--- src/rtl/reset_pkg.sv ---
// Shared types and elaboration helpers for the cross-domain reset request controller.
package reset_pkg;

    typedef enum logic [1:0] {
        ST_IDLE    = 2'd0,
        ST_ASSERT  = 2'd1,
        ST_RELEASE = 2'd2,
        ST_DONE    = 2'd3
    } rst_state_e;

    // Counter only has to reach TIMEOUT_CYCLES-1; keep at least one bit.
    function automatic int unsigned cnt_width(input int unsigned timeout_cycles);
        return (timeout_cycles > 2) ? $clog2(timeout_cycles) : 1;
    endfunction

    function automatic bit params_legal(input int unsigned hold_cycles,
                                        input int unsigned timeout_cycles);
        return (hold_cycles >= 2) && (timeout_cycles > hold_cycles);
    endfunction

endpackage

--- src/rtl/sync_level.sv ---
// N-stage level synchronizer with asynchronous active-low clear; depth clamped to 2.
module sync_level #(
    parameter int unsigned STAGES = 2
) (
    input  logic i_clk,
    input  logic i_rst_n,
    input  logic i_d,
    output logic o_q
);

    localparam int unsigned N = (STAGES < 2) ? 2 : STAGES;

    (* ASYNC_REG = "TRUE", shreg_extract = "no" *) logic [N-1:0] sync_q;
    logic [N-1:0] sync_d;

    always_comb begin
        sync_d = {sync_q[N-2:0], i_d};
    end

    always_ff @(posedge i_clk or negedge i_rst_n) begin
        if (!i_rst_n) begin
            sync_q <= '0;
        end else begin
            sync_q <= sync_d;
        end
    end

    assign o_q = sync_q[N-1];

endmodule

--- src/rtl/reset_req_ctrl.sv ---
// Drives a held, acknowledged active-low reset request into a remote clock domain,
// with a timeout on both the enter-reset and leave-reset handshake phases.
module reset_req_ctrl
    import reset_pkg::*;
#(
    parameter int unsigned HOLD_CYCLES    = 16,
    parameter int unsigned TIMEOUT_CYCLES = 1024,
    parameter int unsigned SYNC_STAGES    = 2,
    parameter bit          POR_ASSERT     = 1'b1
) (
    input  logic i_clk,
    input  logic i_rst_n,
    input  logic i_rst_req,
    input  logic i_ack_async,
    output logic o_rst_n,
    output logic o_busy,
    output logic o_done,
    output logic o_timeout
);

    localparam int unsigned      CNT_W       = cnt_width(TIMEOUT_CYCLES);
    localparam logic [CNT_W-1:0] HOLD_LAST   = CNT_W'(HOLD_CYCLES - 1);
    localparam logic [CNT_W-1:0] TMO_LAST    = CNT_W'(TIMEOUT_CYCLES - 1);
    localparam rst_state_e       RESET_STATE = POR_ASSERT ? ST_ASSERT : ST_IDLE;

    if (!params_legal(HOLD_CYCLES, TIMEOUT_CYCLES)) begin : g_bad_params
        $error("reset_req_ctrl: TIMEOUT_CYCLES > HOLD_CYCLES >= 2 is required");
    end

    rst_state_e       state_q, state_d;
    logic [CNT_W-1:0] cnt_q, cnt_d;
    logic             rst_n_q, rst_n_d;
    logic             busy_q, busy_d;
    logic             done_q, done_d;
    logic             timeout_q, timeout_d;
    logic             ack_s;

    sync_level #(
        .STAGES (SYNC_STAGES)
    ) u_ack_sync (
        .i_clk   (i_clk),
        .i_rst_n (i_rst_n),
        .i_d     (i_ack_async),
        .o_q     (ack_s)
    );

    // Next state, counter and sticky timeout; outputs decoded from the next state.
    always_comb begin
        state_d   = state_q;
        cnt_d     = cnt_q;
        timeout_d = timeout_q;

        unique case (state_q)
            ST_IDLE: begin
                if (i_rst_req) begin
                    state_d   = ST_ASSERT;
                    cnt_d     = '0;
                    timeout_d = 1'b0;
                end
            end
            ST_ASSERT: begin
                // Hold time is enforced even when the remote already reports reset.
                if ((cnt_q >= HOLD_LAST) && ack_s) begin
                    state_d = ST_RELEASE;
                    cnt_d   = '0;
                end else if (cnt_q == TMO_LAST) begin
                    state_d   = ST_RELEASE;
                    cnt_d     = '0;
                    timeout_d = 1'b1;
                end else begin
                    cnt_d = cnt_q + CNT_W'(1);
                end
            end
            ST_RELEASE: begin
                if (!ack_s) begin
                    state_d = ST_DONE;
                    cnt_d   = '0;
                end else if (cnt_q == TMO_LAST) begin
                    state_d   = ST_DONE;
                    cnt_d     = '0;
                    timeout_d = 1'b1;
                end else begin
                    cnt_d = cnt_q + CNT_W'(1);
                end
            end
            ST_DONE: begin
                state_d = ST_IDLE;
                cnt_d   = '0;
            end
            default: begin
                state_d = ST_IDLE;
                cnt_d   = '0;
            end
        endcase

        rst_n_d = (state_d != ST_ASSERT);
        busy_d  = (state_d != ST_IDLE);
        done_d  = (state_d == ST_DONE);
    end

    // Remote domain stays in reset while this domain is in reset.
    always_ff @(posedge i_clk or negedge i_rst_n) begin
        if (!i_rst_n) begin
            state_q   <= RESET_STATE;
            cnt_q     <= '0;
            rst_n_q   <= 1'b0;
            busy_q    <= 1'b0;
            done_q    <= 1'b0;
            timeout_q <= 1'b0;
        end else begin
            state_q   <= state_d;
            cnt_q     <= cnt_d;
            rst_n_q   <= rst_n_d;
            busy_q    <= busy_d;
            done_q    <= done_d;
            timeout_q <= timeout_d;
        end
    end

    assign o_rst_n   = rst_n_q;
    assign o_busy    = busy_q;
    assign o_done    = done_q;
    assign o_timeout = timeout_q;

endmodule

--- config.mk ---
export PLATFORM = sky130hd
export DESIGN_NAME = reset_req_ctrl
export DESIGN_NICKNAME = d
export VERILOG_FILES = /design/src/rtl/reset_pkg.sv /design/src/rtl/sync_level.sv /design/src/rtl/reset_req_ctrl.sv
export SDC_FILE = /design/constraint.sdc
export NUM_CORES = 1
export LEC_CHECK = 0
export ABC_AREA = 1
export CAP_MARGIN = 30
export CORE_ASPECT_RATIO = 0.75
export CORE_MARGIN = 2
export CORE_UTILIZATION = 54
export DETAILED_ROUTE_END_ITERATION = 16
export HOLD_SLACK_MARGIN = 0.1
export PLACE_DENSITY = 0.79
export SYNTH_ARGS = -nofsm -noshare
export SYNTH_HDL_FRONTEND = slang
export SYNTH_HIERARCHICAL = 1
export SYNTH_SLANG_ARGS = --single-unit
--- constraint.sdc ---
create_clock -name i_clk -period 4.4 [get_ports i_clk]
set_input_delay 0.88 -clock i_clk [delete_from_list [all_inputs] [get_ports i_clk]]
set_output_delay 0.88 -clock i_clk [all_outputs]
set_load 0.1 [all_outputs]
==> flow_metrics.env, run 1 <==
export IMPL_overflow=0
export IMPL_min_path_type="reg -> reg"
export IMPL_diodes=0
export IMPL_period_share_pct=60.57
export IMPL_skew_ps=11.30
export IMPL_syn_area_per_cell_um2=8.133
export IMPL_die_h_um=41.73
export IMPL_dpl_hpwl_um=1388
export IMPL_peakVddDrop_mv=0.3373
export IMPL_crit_path_top_delay_cell="clkdlybuf4s50_1"
export IMPL_numCtsBuffers=3
export IMPL_critPathMaxStageDelay_ps=1130
export IMPL_cts_sinks=18
export IMPL_required_ps=3520
export IMPL_place_gp_congestion=0.8974
export IMPL_clk_pin_slew_worst_paths_ps=100
export IMPL_startpoint_type="flip-flop"
export IMPL_via_per_inst=5.076
export IMPL_crit_family="buffers and inverters"
export IMPL_synth_edf_count=0
export IMPL_io_buffers=7
export IMPL_slew_headroom_pct=35.80
export IMPL_worstMarginPinSlew_ps=960.0
export IMPL_start_util_pct=58.33
export IMPL_max_freq_ghz=0.3752
export IMPL_insertion_delay_ps=290
export IMPL_drive_gt1_share_pct=11.76
export IMPL_synth_warning_count=6
export IMPL_core_mm2=0.001757
export IMPL_cellPowerDensity_mw_per_mm2=481.2
export IMPL_rsz0062_at_grt="no"
export IMPL_fin_util_pct=65.74
export IMPL_cap_violations=0
export IMPL_dieArea_mm2=0.002266
export IMPL_ant_nets=0
export IMPL_nets=148
export IMPL_ctsResizeCount=0
export IMPL_drt_initial_drc_count=20
export IMPL_finalHoldViolCount=0
export IMPL_drtPass1Iterations=4
export IMPL_grt_usage_pct=19.15
export IMPL_crit_buf_inv=1
export IMPL_final_max_slew_viol_count=0
export IMPL_post_route_drc_count=0
export IMPL_grt_max_degree=19
export IMPL_cts_buffer_depth=2
export IMPL_wl_per_cell_um=11.51
export IMPL_area_delta_synth_final_pct=12.70
export IMPL_netlist_area_mm2=0.001025
export IMPL_ys_flop_type="dfrtp_1"
export IMPL_die_x_um=54.30
export IMPL_fillCellCount=148
export IMPL_syn_nets=137
export IMPL_fin_setup_tns_ps=0
export IMPL_cp_max_fo=2
export IMPL_cts_tree="built"
export IMPL_rows=13
export IMPL_power_w=0.0005557
export IMPL_via_count=802
export IMPL_arrival_ps=1790
export IMPL_p_leak_nw=0.5660
export IMPL_grt_pass1_wl_um=3180
export IMPL_htree_num_levels=1
export IMPL_path_class="reg -> out"
export IMPL_async_flop_share_pct=100.0
export IMPL_cp_end_kind="primary output"
export IMPL_dp_worst_setup_slack_ps=1788
export IMPL_io_pins=8
export IMPL_cts_setup_buffers=0
export IMPL_setup_viol=0
export IMPL_antenna_found_initial=0
export IMPL_synth_cell_types=24
export IMPL_yosysSeqAreaShare_pct=44.08
export IMPL_first_global_vias=726
export IMPL_synth_seq_cells=18
export IMPL_routed_wl_um=1818
export IMPL_clockRootBuffer="clkbuf_4"
export IMPL_syn_instance_count=126
export IMPL_setup_slack_ps=1735
export IMPL_fin_crit_ps=2665
export IMPL_hold_buffers=0
export IMPL_outcome="completed"
export IMPL_crit_chain="clkdlybuf4s50_1"
-- per-layer routing --
layer | track usage, % | vias to the layer above | wire, um
met3 | 6.475 | 4 | 106
met2 | 25.30 | 20 | 769
met1 | 29.03 | 362 | 915
met4 | 6.000 | 0 | 25
li1 | - | 416 | -
met5 | 0 | - | 0
-- registers in the layout, indices dropped and copies added, names as in the netlist --
signal / flops
u_ack_sync/sync_q: 2
o_timeout: 1
o_done: 1
state_q: 2
o_rst_n: 1
cnt_q: 10
o_busy: 1
-- cell type report --
cell class	instances	area, um^2	share of cell area, %
clock buffer	4	36.28	3.142
inverter	16	60.06	5.200
multi-input combinational	91	509.2	44.10
sequential	18	451.7	39.11
tap	22	27.53	2.384
timing repair buffer	7	70.07	6.067
-- through the flow --
step | instance area, um^2 | cells | hold WS (ps)
floorplan | 1025 | 126 | 331.2
global placement | 1119 | 154 | 333.9
detailed placement | 1119 | 154 | 345.7
CTS | 1155 | 158 | 368.2
global route | 1155 | 158 | 374.6
finish | 1155 | 158 | 360.6
-- kinds of logic (layout without fill, tap and decap cells) --
logic type	after synthesis	in the layout	synth area share (%)
and+or+nand+nor	63	63	27.60
DFF	18	18	44.08
buffers and inverters	17	27	6.226
AOI/OAI and AO/OA	15	15	8.426
adders and majority gates	7	7	8.547
xor gates and xnor gates	6	6	5.128
-- worst paths after layout --
kind                       slack, ps                  from                    to  depth (start not counted)
max in group asynchronous       2900               i_rst_n                o_busy                          1
hold / removal                   360  u_ack_sync/sync_q[0]  u_ack_sync/sync_q[1]                          0
setup reg to reg                2340            state_q[1]              cnt_q[0]                          9
setup / recovery                1730             o_timeout             o_timeout                          1
min in group asynchronous       1020               i_rst_n             o_timeout                          1
hold reg to reg                  360  u_ack_sync/sync_q[0]  u_ack_sync/sync_q[1]                          0
-- worst reg2reg max path, stage by stage, from the launching register on --
cell	delay (ps)
dfrtp_1	430
inv_1	160
ha_1	180
inv_1	40
nor2_1	600
nor2_1	170
nand2_1	110
inv_1	60
nand2_2	140
a21oi_1	80
-- Yosys cell counts, types with 2 or more instances --
master	n	area (um^2)
xor2_1	6	52.55
nand2_1	30	112.6
dfrtp_1	17	425.4
nor2_2	3	18.77
o21ai_0	5	25.02
nor2_1	11	41.29
inv_1	15	56.30
nand2_2	4	25.02
a21oi_1	4	20.02
ha_1	7	87.58
o21ai_1	2	10.01
nand3_1	10	50.05
-- cell usage in the layout (no fill, tap or decap) --
master	count
dfstp_2	1
o21bai_1	1
o21ai_1	2
nand3b_1	1
inv_1	15
nand2_1	30
ha_1	7
nand3_1	10
xor2_1	6
nor2_1	11
nand2_2	4
nor3_1	1
clkbuf_4	3
o21ai_2	1
o21ai_0	5
clkbuf_8	1
or2_2	1
dfrtp_1	17
nand4_1	1
inv_2	1
a21oi_1	4
a211oi_1	1
nand3_2	1
clkdlybuf4s50_1	7
o21a_1	1
nor2_2	3
-- report_power, final --
group          leakage (nW)  switching (W)  internal [W]   total, W
combinational         0.308       0.000178     0.0000671   0.000246
clock                0.0210      0.0000481     0.0000504  0.0000985
sequential            0.237      0.0000185      0.000193   0.000212
total                 0.566       0.000245      0.000311   0.000556
(Power assumes the default switching activity.)
==> inputs of run 2 (changes only) <==
==> constraint.sdc (replaced) <==
create_clock -name i_clk -period 2.55 [get_ports i_clk]
set_input_delay 0.51 -clock i_clk [delete_from_list [all_inputs] [get_ports i_clk]]
set_output_delay 0.51 -clock i_clk [all_outputs]
set_load 0.1 [all_outputs]
==> run 2 against run 1 <==
Effect of this change:
- worst hold slack worse by 5.0 ps
- final cell count unchanged
- non-clock buffer count unchanged
- combinational power up 72%
- die area unchanged
- sequential cell count unchanged
- wire length up 0.72%
- setup slack worse by 1200 ps
- clock skew down 6.7 ps
- critical endpoint is now cnt_q[4]
- largest cell class unchanged
- highest routed layer unchanged
==> flow_metrics.env, run 2 (same netlist as run 1, synthesis figures left out) <==
export IMPL_cts_sinks=18
export IMPL_hold_buffers=0
export IMPL_design_area_mm2=0.001145
export IMPL_required_ps=2720
export IMPL_ff2ff_setup_slack_ps=530
export IMPL_grt_usage_pct=19.96
export IMPL_overflow=0
export IMPL_crit_top_cell="inv_1"
export IMPL_post_dp_cell_area_mm2=0.001109
export IMPL_core_mm2=0.001757
export IMPL_htree_num_levels=1
export IMPL_rr_startpoint="state_q[1]"
export IMPL_grt_pass1_wl_um=3284
export IMPL_fin_setup_tns_ps=0
export IMPL_pwr_share_clk_pct=17.7
export IMPL_seq_area_um2=451.7
export IMPL_use_met2_pct=26.02
export IMPL_reg2reg_depth=9
export IMPL_hold_end="u_ack_sync/sync_q[1]"
export IMPL_die_h_um=41.73
export IMPL_via_count=823
export IMPL_largest_register="cnt_q"
export IMPL_p_int_w=0.0005303
export IMPL_place_gp_congestion=0.8512
export IMPL_drt_initial_drc_count=30
export IMPL_clockRootBuffer="clkbuf_4"
export IMPL_peakVddDrop_mv=0.8345
export IMPL_rows=13
export IMPL_grtUsageMet1_pct=31.11
export IMPL_dpl_hpwl_um=1460
export IMPL_ant_nets=0
export IMPL_finalHoldViolCount=0
export IMPL_fillCellCount=142
export IMPL_whs_path_depth=0
export IMPL_final_max_slew_viol_count=0
export IMPL_p_sw_w=0.0004262
export IMPL_power_frac_seq_pct=38.2
export IMPL_cap_violations=0
export IMPL_crit_buf_inv=3
export IMPL_crit_chain="inv_1, ha_1, inv_1, nor2_1, nor2_1, nand2_1, inv_1, nand2_2, o21ai_0"
export IMPL_crit_family="simple AND/OR/NAND/NOR gates"
export IMPL_drive_gt1_share_pct=14.71
export IMPL_numCtsBuffers=3
export IMPL_nets=148
export IMPL_via_per_inst=5.209
export IMPL_largestRegisters="cnt_q (10), state_q (2), u_ack_sync/sync_q (2)"
export IMPL_io_buffers=7
export IMPL_wl_per_cell_um=11.59
export IMPL_layout_commonest_cell="nand2_1"
export IMPL_path_class="reg -> reg"
export IMPL_routed_wl_um=1831
export IMPL_clk_pin_slew_worst_paths_ps=100
export IMPL_largest_reg_flops=10
export IMPL_diodes=0
export IMPL_start_util_pct=58.33
export IMPL_grt_use_met3_pct=6.835
export IMPL_worstReg2RegEnd="cnt_q[4]"
export IMPL_post_route_drc_count=0
export IMPL_dieArea_mm2=0.002266
export IMPL_die_x_um=54.30
export IMPL_outcome="completed"
export IMPL_combinationalPowerShare_pct=44.1
export IMPL_crit_path_top_delay_cell="nor2_1"
export IMPL_worstMarginPinSlew_ps=766.3
export IMPL_grt_max_degree=19
export IMPL_multi_input_area_um2=509.2
export IMPL_insertion_delay_ps=290
export IMPL_cts_tree="built"
export IMPL_most_common_layout_cells="nand2_1, dfrtp_1, inv_1"
export IMPL_fin_crit_ps=2015
export IMPL_hp_start="u_ack_sync/sync_q[0]"
export IMPL_skew_ps=4.555
export IMPL_min_path_type="reg -> reg"
export IMPL_cts_setup_buffers=0
export IMPL_period_share_pct=79.03
export IMPL_setup_viol=0
export IMPL_rsz0062_at_grt="no"
export IMPL_area_delta_synth_final_pct=11.72
export IMPL_io_pins=8
export IMPL_cts_buffer_depth=2
export IMPL_grt_busiest_layer="met1"
export IMPL_slew_headroom_pct=48.75
export IMPL_ctsResizeCount=0
export IMPL_max_freq_ghz=0.4962
export IMPL_antenna_found_initial=0
export IMPL_arrival_ps=2190
export IMPL_first_global_vias=724
export IMPL_netSwitchingFraction_pct=44.56
export IMPL_critPathMaxStageDelay_ps=560
export IMPL_cp_max_fo=12
export IMPL_p_leak_nw=0.5718
export IMPL_drtPass1Iterations=5
export IMPL_startpoint_type="flip-flop"
export IMPL_cellPowerDensity_mw_per_mm2=835.5
export IMPL_cp_end_kind="flip-flop"
run 2: cell types whose count changed in the layout (fill, tap and decap cells not counted):
cell / change
buf_4: +4
clkdlybuf4s50_1: -4
run 2: worst register-to-register path: cells and delay by family, from the launching register on:
kind,cells,cell delay [ps]
compound gates,1,110
simple gates,4,950
flops,1,430
fa+ha+maj,1,170
buf+inv,3,250
run 2: power groups by stage:
stage	clock (W)	combinational [W]	sequential, W
2_1_floorplan	0	0.000213	0.000483
3_3_place_gp	0	0.000412	0.000370
6_report	0.000169	0.000422	0.000365
4_1_cts	0.000178	0.000423	0.000365
5_1_grt	0.000193	0.000468	0.000373
3_5_place_dp	0	0.000421	0.000372
run 2: cell type report:
| class | count | share of cell area (%) |
|---|---|---|
| sequential | 18 | 39.45 |
| inverter | 16 | 5.246 |
| multi-input combinational | 91 | 44.48 |
| tap | 22 | 2.404 |
| timing repair buffer | 7 | 5.246 |
| clock buffer | 4 | 3.169 |
run 2: stage by stage:
stage	total power [W]	hold slack, ps	setup WS (ps)	utilization, %	instances
floorplan	0.0006960	214.4	1024	-	126
global placement	0.0007819	332.7	377.2	63.11	154
detailed placement	0.0007924	334.7	339.1	63.11	154
CTS	0.0009664	359.1	514.8	65.17	158
global route	0.001034	374.1	289.8	65.17	158
finish	0.0009565	355.6	534.7	65.17	158
run 2: routing by layer:
metal | share of wire, % | vias to the layer above
li1 | - | 416
met1 | 53 | 389
met2 | 42 | 16
met3 | 4.4 | 2
met4 | 0.71 | 0
met5 | 0 | -
run 2: worst max-delay path by stage:
| stage | slack, ps | cells past startpoint | to | start |
|---|---|---|---|---|
| finish | 530 | 9 | cnt_q[4] | state_q[1] |
| global route | 290 | 9 | cnt_q[5] | state_q[1] |
| CTS | 510 | 9 | cnt_q[4] | state_q[1] |
| detailed placement | 340 | 7 | cnt_q[4] | i_rst_req |
| global placement | 380 | 7 | cnt_q[8] | i_rst_req |
| floorplan | 1020 | 8 | cnt_q[4] | state_q[0] |
==> inputs of run 3 (changes only) <==
--- a/config.mk
+++ b/config.mk
@@ -9,10 +9,10 @@
 export CAP_MARGIN = 30
 export CORE_ASPECT_RATIO = 0.75
 export CORE_MARGIN = 2
-export CORE_UTILIZATION = 54
+export CORE_UTILIZATION = 50
 export DETAILED_ROUTE_END_ITERATION = 16
 export HOLD_SLACK_MARGIN = 0.1
-export PLACE_DENSITY = 0.79
+export PLACE_DENSITY = 0.77
 export SYNTH_ARGS = -nofsm -noshare
 export SYNTH_HDL_FRONTEND = slang
 export SYNTH_HIERARCHICAL = 1
==> constraint.sdc (replaced) <==
create_clock -name i_clk -period 1.7 [get_ports i_clk]
set_input_delay 0.34 -clock i_clk [delete_from_list [all_inputs] [get_ports i_clk]]
set_output_delay 0.34 -clock i_clk [all_outputs]
set_load 0.1 [all_outputs]
==> run 3 against run 2 <==
Effect of this change:
- core utilization decreased by 0.95 points
- global-route usage fell by 2.4 points
- highest routed layer unchanged
- final cell count rose by 4.4%
- largest power group unchanged
- setup slack got worse by 420 ps
- non-clock buffer count increased by 5
- register-to-register slack lost 420 ps
- fmax is 27% higher
- clock-buffer cell count is the same
- clock power up 58%
- die area up 7.3%
- wire length rose by 3.4%
==> flow_metrics.env, run 3 (same netlist as run 1, synthesis figures left out) <==
export IMPL_dp_worst_setup_slack_ps=-44.17
export IMPL_crit_chain="inv_1, ha_1, inv_1, nor2_2, nand2_1, inv_1, nand2_4, o21ai_2"
export IMPL_via_count=812
export IMPL_path_class="reg -> reg"
export IMPL_grt_max_degree=19
export IMPL_critPathMaxStageDelay_ps=540
export IMPL_diodes=0
export IMPL_crit_top_cell="inv_1"
export IMPL_htree_num_levels=1
export IMPL_startpoint_type="flip-flop"
export IMPL_drt_initial_drc_count=23
export IMPL_drive_gt1_share_pct=21.99
export IMPL_max_freq_ghz=0.6313
export IMPL_setup_slack_ps=116.0
export IMPL_cts_buffer_depth=2
export IMPL_die_x_um=56.28
export IMPL_post_route_drc_count=0
export IMPL_grt_usage_pct=17.53
export IMPL_multi_input_area_um2=534.3
export IMPL_dieArea_mm2=0.002431
export IMPL_min_path_type="in -> async"
export IMPL_area_delta_synth_final_pct=22.95
export IMPL_rr_startpoint="state_q[0]"
export IMPL_power_w=0.001622
export IMPL_largest_register="cnt_q"
export IMPL_nets=153
export IMPL_netSwitchingFraction_pct=43.42
export IMPL_seq_area_um2=451.7
export IMPL_start_util_pct=52.23
export IMPL_first_global_vias=757
export IMPL_slew_headroom_pct=80.67
export IMPL_reg2reg_depth=8
export IMPL_worstReg2RegEnd="cnt_q[3]"
export IMPL_ant_nets=0
export IMPL_p_sw_w=0.0007044
export IMPL_largest_reg_flops=10
export IMPL_cap_violations=0
export IMPL_largestRegisters="cnt_q (10), state_q (2), u_ack_sync/sync_q (2)"
export IMPL_outcome="completed"
export IMPL_pwr_share_clk_pct=16.4
export IMPL_fillCellCount=167
export IMPL_cts_tree="built"
export IMPL_required_ps=1930
export IMPL_crit_family="flip-flops"
export IMPL_cts_sinks=18
export IMPL_via_per_inst=4.921
export IMPL_wl_per_cell_um=11.47
export IMPL_routed_wl_um=1893
export IMPL_fin_crit_ps=1584
export IMPL_fin_util_pct=64.22
export IMPL_setup_viol=0
export IMPL_clk_pin_slew_worst_paths_ps=110
export IMPL_worstMarginPinSlew_ps=288.1
export IMPL_io_buffers=7
export IMPL_crit_path_top_delay_cell="dfstp_2"
export IMPL_place_gp_congestion=0.8838
export IMPL_rows=14
export IMPL_die_h_um=43.21
export IMPL_p_int_w=0.0009179
export IMPL_grt_pass1_wl_um=3256
export IMPL_cellPowerDensity_mw_per_mm2=1288
export IMPL_hold_buffers=0
export IMPL_combinationalPowerShare_pct=50.0
export IMPL_io_pins=8
export IMPL_arrival_ps=1820
export IMPL_crit_buf_inv=3
export IMPL_overflow=0
export IMPL_most_common_layout_cells="nand2_1, dfrtp_1, inv_1"
export IMPL_insertion_delay_ps=300
export IMPL_drtPass1Iterations=4
export IMPL_period_share_pct=93.18
export IMPL_crit_start="state_q[0]"
export IMPL_final_cells=165
export IMPL_dp_cells=160
export IMPL_cp_max_fo=7
export IMPL_ff2ff_setup_slack_ps=120
export IMPL_core_mm2=0.001962
export IMPL_cp_end_kind="flip-flop"
export IMPL_rsz0062_at_grt="no"
export IMPL_p_leak_nw=0.6202
export IMPL_skew_ps=15.48
export IMPL_peakVddDrop_mv=0.9741
export IMPL_antenna_found_initial=0
export IMPL_layout_commonest_cell="nand2_1"
export IMPL_finalHoldViolCount=0
export IMPL_power_frac_seq_pct=33.5
export IMPL_numCtsBuffers=3
export IMPL_clockRootBuffer="clkbuf_4"
export IMPL_final_max_slew_viol_count=0
export IMPL_dpl_hpwl_um=1427
run 3: cell types whose count changed in the layout (fill, tap and decap cells not counted):
cell     previous run  this run
a21oi_1             4         2
a21oi_2             0         2
buf_12              0         4
buf_4               4         5
nand2_2             4         3
nand2_4             0         1
nor2_1             11         9
nor2_2              3         5
o21ai_0             5         1
o21ai_1             2         4
o21ai_2             1         3
run 3: worst max path at each step:
stage,depth (start not counted),end
finish,8,cnt_q[3]
global placement,8,cnt_q[3]
global route,8,cnt_q[3]
CTS,8,cnt_q[3]
floorplan,8,cnt_q[5]
detailed placement,8,cnt_q[3]
run 3: worst register-to-register path: cells and delay by family, from the launching register on:
family | cells | cell delay, ps
buffers and inverters | 3 | 270
AO/OA/AOI/OAI | 1 | 140
AND/OR/NAND/NOR | 3 | 280
adder cells (fa/ha/maj) | 1 | 290
flip-flops | 1 | 540
run 3: layer usage:
metal	GRT usage, %	vias up	part of all wire, %
met1	22.39	365	51
met3	5.183	6	3.6
met2	28.94	13	43
met5	0	-	0
li1	-	428	-
met4	5.238	0	1.8
run 3: timing repair:
item	in CTS	in global routing
gates resized for setup	1	10
hold endpoints to repair	0	0
endpoints found under the setup margin	1	12
setup buffers	0	1
run 3: power groups by stage:
stage	registers [W]	clock network [W]	logic, W
floorplan	0.000724	0	0.000320
global route	0.000551	0.000301	0.000880
CTS	0.000559	0.000277	0.000735
finish	0.000544	0.000267	0.000812
detailed placement	0.000567	0	0.000732
global placement	0.000563	0	0.000715
run 3: area by class of cell:
type                            count  share of cell area (%)
Clock buffer                        4                   2.880
Inverter                           16                   4.767
Multi-Input combinational cell     91                   42.40
Sequential cell                    18                   35.85
Tap cell                           24                   2.383
Timing Repair Buffer               12                   11.72
run 3: through the flow:
step           hold WS [ps]  instance area (um^2)  setup TNS [ps]
2_1_floorplan         44.41                  1025               0
3_3_place_gp          333.9                  1191               0
3_5_place_dp          342.8                  1191          -44.17
4_1_cts               360.9                  1227               0
5_1_grt               354.2                  1260               0
6_report              348.9                  1260               0
==> patch 1, RTL diff (config.mk and constraints of run 2) <==
`HOLD_CYCLES`: 16 -> 12.
--- a/src/rtl/reset_req_ctrl.sv
+++ b/src/rtl/reset_req_ctrl.sv
@@ -3,7 +3,7 @@
 module reset_req_ctrl
     import reset_pkg::*;
 #(
-    parameter int unsigned HOLD_CYCLES    = 16,
+    parameter int unsigned HOLD_CYCLES    = 12,
     parameter int unsigned TIMEOUT_CYCLES = 1024,
     parameter int unsigned SYNC_STAGES    = 2,
     parameter bit          POR_ASSERT     = 1'b1
Check against the original RTL: no difference found for any inputs over 10 cycles, from zero or initial values and one cycle with i_rst_n low; that may be too few to reach the edited logic, so the function may still have changed.
==> patch 1 against run 2 <==
- first-iteration DRC count grew 110%
- wire length up 17%
- cell area rose by 8.7%
- non-clock buffer count is the same
- sequential cell count unchanged
- total power is 1.9% higher
- setup slack lost 0.031 ns
- global-route usage fell by 0.50 points
- count of clock-buffer cells in the layout unchanged
- hold slack gained 0.0055 ns
- largest cell class unchanged
- largest power group unchanged
- synthesized area rose by 11%
==> patch 1: results (changes against run 2) <==
Setup path
  • Arrival @ worst endpoint: 2.25 ns (+0.06 ns)
  • CP Max Fanout: 12 (unchanged)

Placement
  • Dpl cell area: 1210 um^2 (+9.0%)
  • IO buf count: 7 (unchanged)
  • Post-DP HPWL: 1.67 mm (+14%)
  • Place WS: 0.373 ns (+0.0343 ns)
  • Gpl congestion: 0.851 (unchanged)

STA
  • Setup TNS: 0 ns (unchanged)
  • Final Skew: 0.0164 ns (+0.0119 ns)
  • Relative slew slack: 46.2% (-2.6 points)

Synthesis
  • Synth Net Count: 160 (+17%)
  • Synth area leaders: dfrtp_1 38%, nand2_1 14%, ha_1 7.7%, inv_1 7.0%, nor2_1 4.6%
  • Async set-reset flop share out of synthesis: 100% (unchanged)
  • Dominant synthesized flop cell: dfrtp_1
  • Synth cell types: 28 (+17%)
  • Seq/Total Area, Yosys: 39.8% (-4.2 points)
  • Syn avg cell area: 7.61 um^2 (-6.5%)
  • Syn. warnings: 6 (unchanged)
  • Synth cell count leaders: 42 x nand2_1, 21 x inv_1, 17 x dfrtp_1

Global route
  • Vias in the first global route: 825 (+14%)
  • GRT Overall Usage: 19.5% (-0.50 points)
  • First-pass GRT wire length: 3.71 mm (+13%)
  • Largest net degree at the start of global routing: 19 (unchanged)
  • Initial antenna violation count: 0 (unchanged)

Drt
  • First-iteration detailed-routing DRC count: 62 (+110%)
  • Total Wirelength: 2.15 mm (+17%)
  • DRT Pass-1 Iters: 4 (-1)
  • Drt via density: 5.14 (-1.4%)

CTS
  • Clock transition at path regs: 0.12 ns (+0.02 ns)
  • Clk Tree Root Cell: clkbuf_4
  • CTS Buf Count: 3 (unchanged)
  • Postcts setup bufs: 0 (unchanged)
  • PostCTS Resize Cnt: 0 (unchanged)
  • Skew-Pair Late Insertion Delay: 0.30 ns
  • H-tree Lvls: 1 (unchanged)
  • Clk buf depth: 2 (unchanged)

Cells and area
  • Layout Cells excl Fill: 182 (+15%)
  • Antenna cells: 0 (unchanged)
  • Layout cells sized above 1: 13.3% (-1.4 points)
  • Fillers: 193 (+36%)
  • Biggest regs: cnt_q (10), state_q (2), u_ack_sync/sync_q (2)
  • Final nets: 170 (+15%)

Status
  • Status: finished, final reports clean

Power and ir drop
  • P_leak: 0.632 nW (+10%)
  • VDD IR-drop max: 0.000626 V (-25%)

Hold path
  • Hold WC Path Type: reg -> reg
patch 1: cells by family after synthesis:
| kind of cell | count (synthesis) | share of synthesized area [%] |
|---|---|---|
| AO/OA/AOI/OAI | 17 | 8.94 |
| AND/OR/NAND/NOR | 80 | 33.0 |
| adder cells (fa/ha/maj) | 7 | 7.73 |
| flip-flops | 18 | 39.8 |
| buffers and inverters | 25 | 8.94 |
| XOR/XNOR | 2 | 1.55 |
patch 1: worst paths after layout:
check                                startpoint                    to  slack, ns  cells after the start
min reg2reg                u_ack_sync/sync_q[0]  u_ack_sync/sync_q[1]       0.36                      0
max                                  state_q[1]              cnt_q[3]       0.50                      7
max reg2reg                          state_q[1]              cnt_q[3]       0.50                      7
max in group asynchronous               i_rst_n               o_rst_n       1.37                      1
min                        u_ack_sync/sync_q[0]  u_ack_sync/sync_q[1]       0.36                      0
min in group asynchronous               i_rst_n              cnt_q[5]       0.66                      1
patch 1: where the power goes:
group / total (mW) / leakage, nW / internal, mW / switching (mW)
Clock: 0.179 / 0.0210 / 0.0870 / 0.0921
Combinational: 0.423 / 0.373 / 0.108 / 0.315
Sequential: 0.372 / 0.238 / 0.334 / 0.0386
Total: 0.974 / 0.632 / 0.529 / 0.446
patch 1: area by class of cell:
class	count	area [um^2]	area share, %
Timing Repair Buffer	7	60.1	4.82
Clock buffer	4	36.3	2.91
Sequential cell	18	452	36.3
Tap cell	24	30.0	2.41
Multi-Input combinational cell	106	581	46.6
Inverter	23	86.3	6.93
patch 1: layer usage:
metal	track usage, %	wire length (um)	vias to the layer above
li1	-	-	487
met1	29.8	1160	433
met2	28.3	905	13
met3	4.48	66	2
met4	4.19	12	0
met5	0	0	-
patch 1: through the flow:
step                      hold slack (ns)  power, mW
final                               0.361      0.974
after global routing                0.373       1.03
after CTS                           0.364      0.977
after detailed placement            0.341      0.799
after global placement              0.336      0.788
after floorplan                     0.214      0.701
patch 1: worst max-delay path: stages, from the launching register on:
cell     delay [ns]
dfrtp_1        0.44
inv_1          0.17
ha_1           0.17
inv_1          0.04
nor2_1         0.58
nor2_1         0.29
nand3_2        0.19
o21ai_1        0.07
==> patch 2, RTL diff (settings of run 2) <==
Without the edit above. Re-encode `rst_state_e` (4 states) as one-hot, 4 bits wide.
--- a/src/rtl/reset_pkg.sv
+++ b/src/rtl/reset_pkg.sv
@@ -1,11 +1,11 @@
 // Shared types and elaboration helpers for the cross-domain reset request controller.
 package reset_pkg;
 
-    typedef enum logic [1:0] {
-        ST_IDLE    = 2'd0,
-        ST_ASSERT  = 2'd1,
-        ST_RELEASE = 2'd2,
-        ST_DONE    = 2'd3
+    typedef enum logic [3:0] {
+        ST_IDLE    = 4'b0001,
+        ST_ASSERT  = 4'b0010,
+        ST_RELEASE = 4'b0100,
+        ST_DONE    = 4'b1000
     } rst_state_e;
 
     // Counter only has to reach TIMEOUT_CYCLES-1; keep at least one bit.
Check against the original RTL: no difference found for any inputs over 10 cycles, from zero or initial values and one cycle with i_rst_n low; not proved beyond that.
==> patch 2 against run 2 <==
- maximum frequency is 25% higher
- synthesized area increased by 10%
- wire length rose by 11%
- sequential cell count increased by 2
- critical path depth is 1 lower
- total power up 3.3%
- cell area rose by 10%
- setup slack gained 0.41 ns
- clock skew decreased by 0.0028 ns
- critical endpoint is now cnt_q[6]
==> patch 2: results (changes against run 2) <==
Status
  • Status: finished, final reports clean

Synthesis
  • Synth Area in Adders: 1.11% (-7.4 points)
  • Synth Area in Compound Gates: 6.64% (-1.8 points)
  • Synth Net Count: 126 (-8.0%)
  • Synth cell types: 27 (+13%)
  • Syn avg cell area: 9.34 um^2 (+15%)
  • Mapped Cells: 121 (-4.0%)
  • Top cell type's share of synthesized area: 42.1% (+0.57 points)
  • Seq/Total Area, Yosys: 44.4% (+0.33 points)

Global route
  • GRT met2 Usage: 31.9% (+5.8 points)
  • First-pass GRT wire length: 3.86 mm (+17%)
  • Largest net degree at the start of global routing: 21 (+2)
  • Met3 Track Usage GR: 6.57% (-0.27 points)

Placement
  • Place WS: 0.767 ns (+0.428 ns)
  • Placed Cells: 153 (-0.65%)
  • Gpl congestion: 0.858 (+0.81%)

Cells and area
  • Seq_cells: 20 (+2)
  • Layout cells sized above 1: 29.3% (+15 points)
  • Clock buf/inv share: 2.87% (-0.30 points)
  • Multi-input combinational area share: 43.6% (-0.92 points)
  • Buffer share of cell area: 5.35% (+0.10 points)
  • Final nets: 139 (-6.1%)
  • Register area: 502 um^2 (+11%)
  • Biggest regs: cnt_q (10), state_q (4), u_ack_sync/sync_q (2)

Drt
  • Routed met2 length: 921 um (+20%)
  • DRT Pass-1 Iters: 4 (-1)
  • First-iteration detailed-routing DRC count: 27 (-10%)
  • Total Wirelength: 2.04 mm (+11%)

STA
  • Final Skew: 0.00174 ns (-0.00281 ns)
  • Slew at the pin closest to its max-slew limit: 0.266 ns (-0.500 ns)

CTS
  • Skew-Pair Late Insertion Delay: 0.31 ns (+0.02 ns)

Power and ir drop
  • Int Pwr: 0.569 mW (+7.4%)
  • VDD IR-drop max: 0.000658 V (-21%)
  • P_leak: 0.622 nW (+8.7%)

Setup path
  • CP Max Fanout: 4 (-8)
  • Critical Path Source: cnt_q[0]
## patch 2: critical path, stage by stage, from the launching register on
cell and delay, ns:
dfrtp_1 0.41, ha_1 0.24, nand3_2 0.17, nor2_4 0.18
nand3_2 0.14, nand3_4 0.12, nand3_4 0.11, inv_4 0.10
nor2_2 0.03
## patch 2: logic make-up after synthesis
| logic type | count (synthesis) |
|---|---|
| DFF | 20 |
| adders and majority gates | 1 |
| AOI/OAI and AO/OA | 12 |
| buffers and inverters | 20 |
| xor gates and xnor gates | 5 |
| and+or+nand+nor | 63 |
## patch 2: path summary, 6_finish.rpt
kind,end,slack (ns),cells past startpoint
worst min-delay path,u_ack_sync/sync_q[1],0.36,0
worst min register to register,u_ack_sync/sync_q[1],0.36,0
worst max register to register,cnt_q[6],0.94,8
min in group asynchronous,u_ack_sync/sync_q[0],0.52,2
max in group asynchronous,state_q[1],1.76,2
worst max-delay path,cnt_q[6],0.94,8
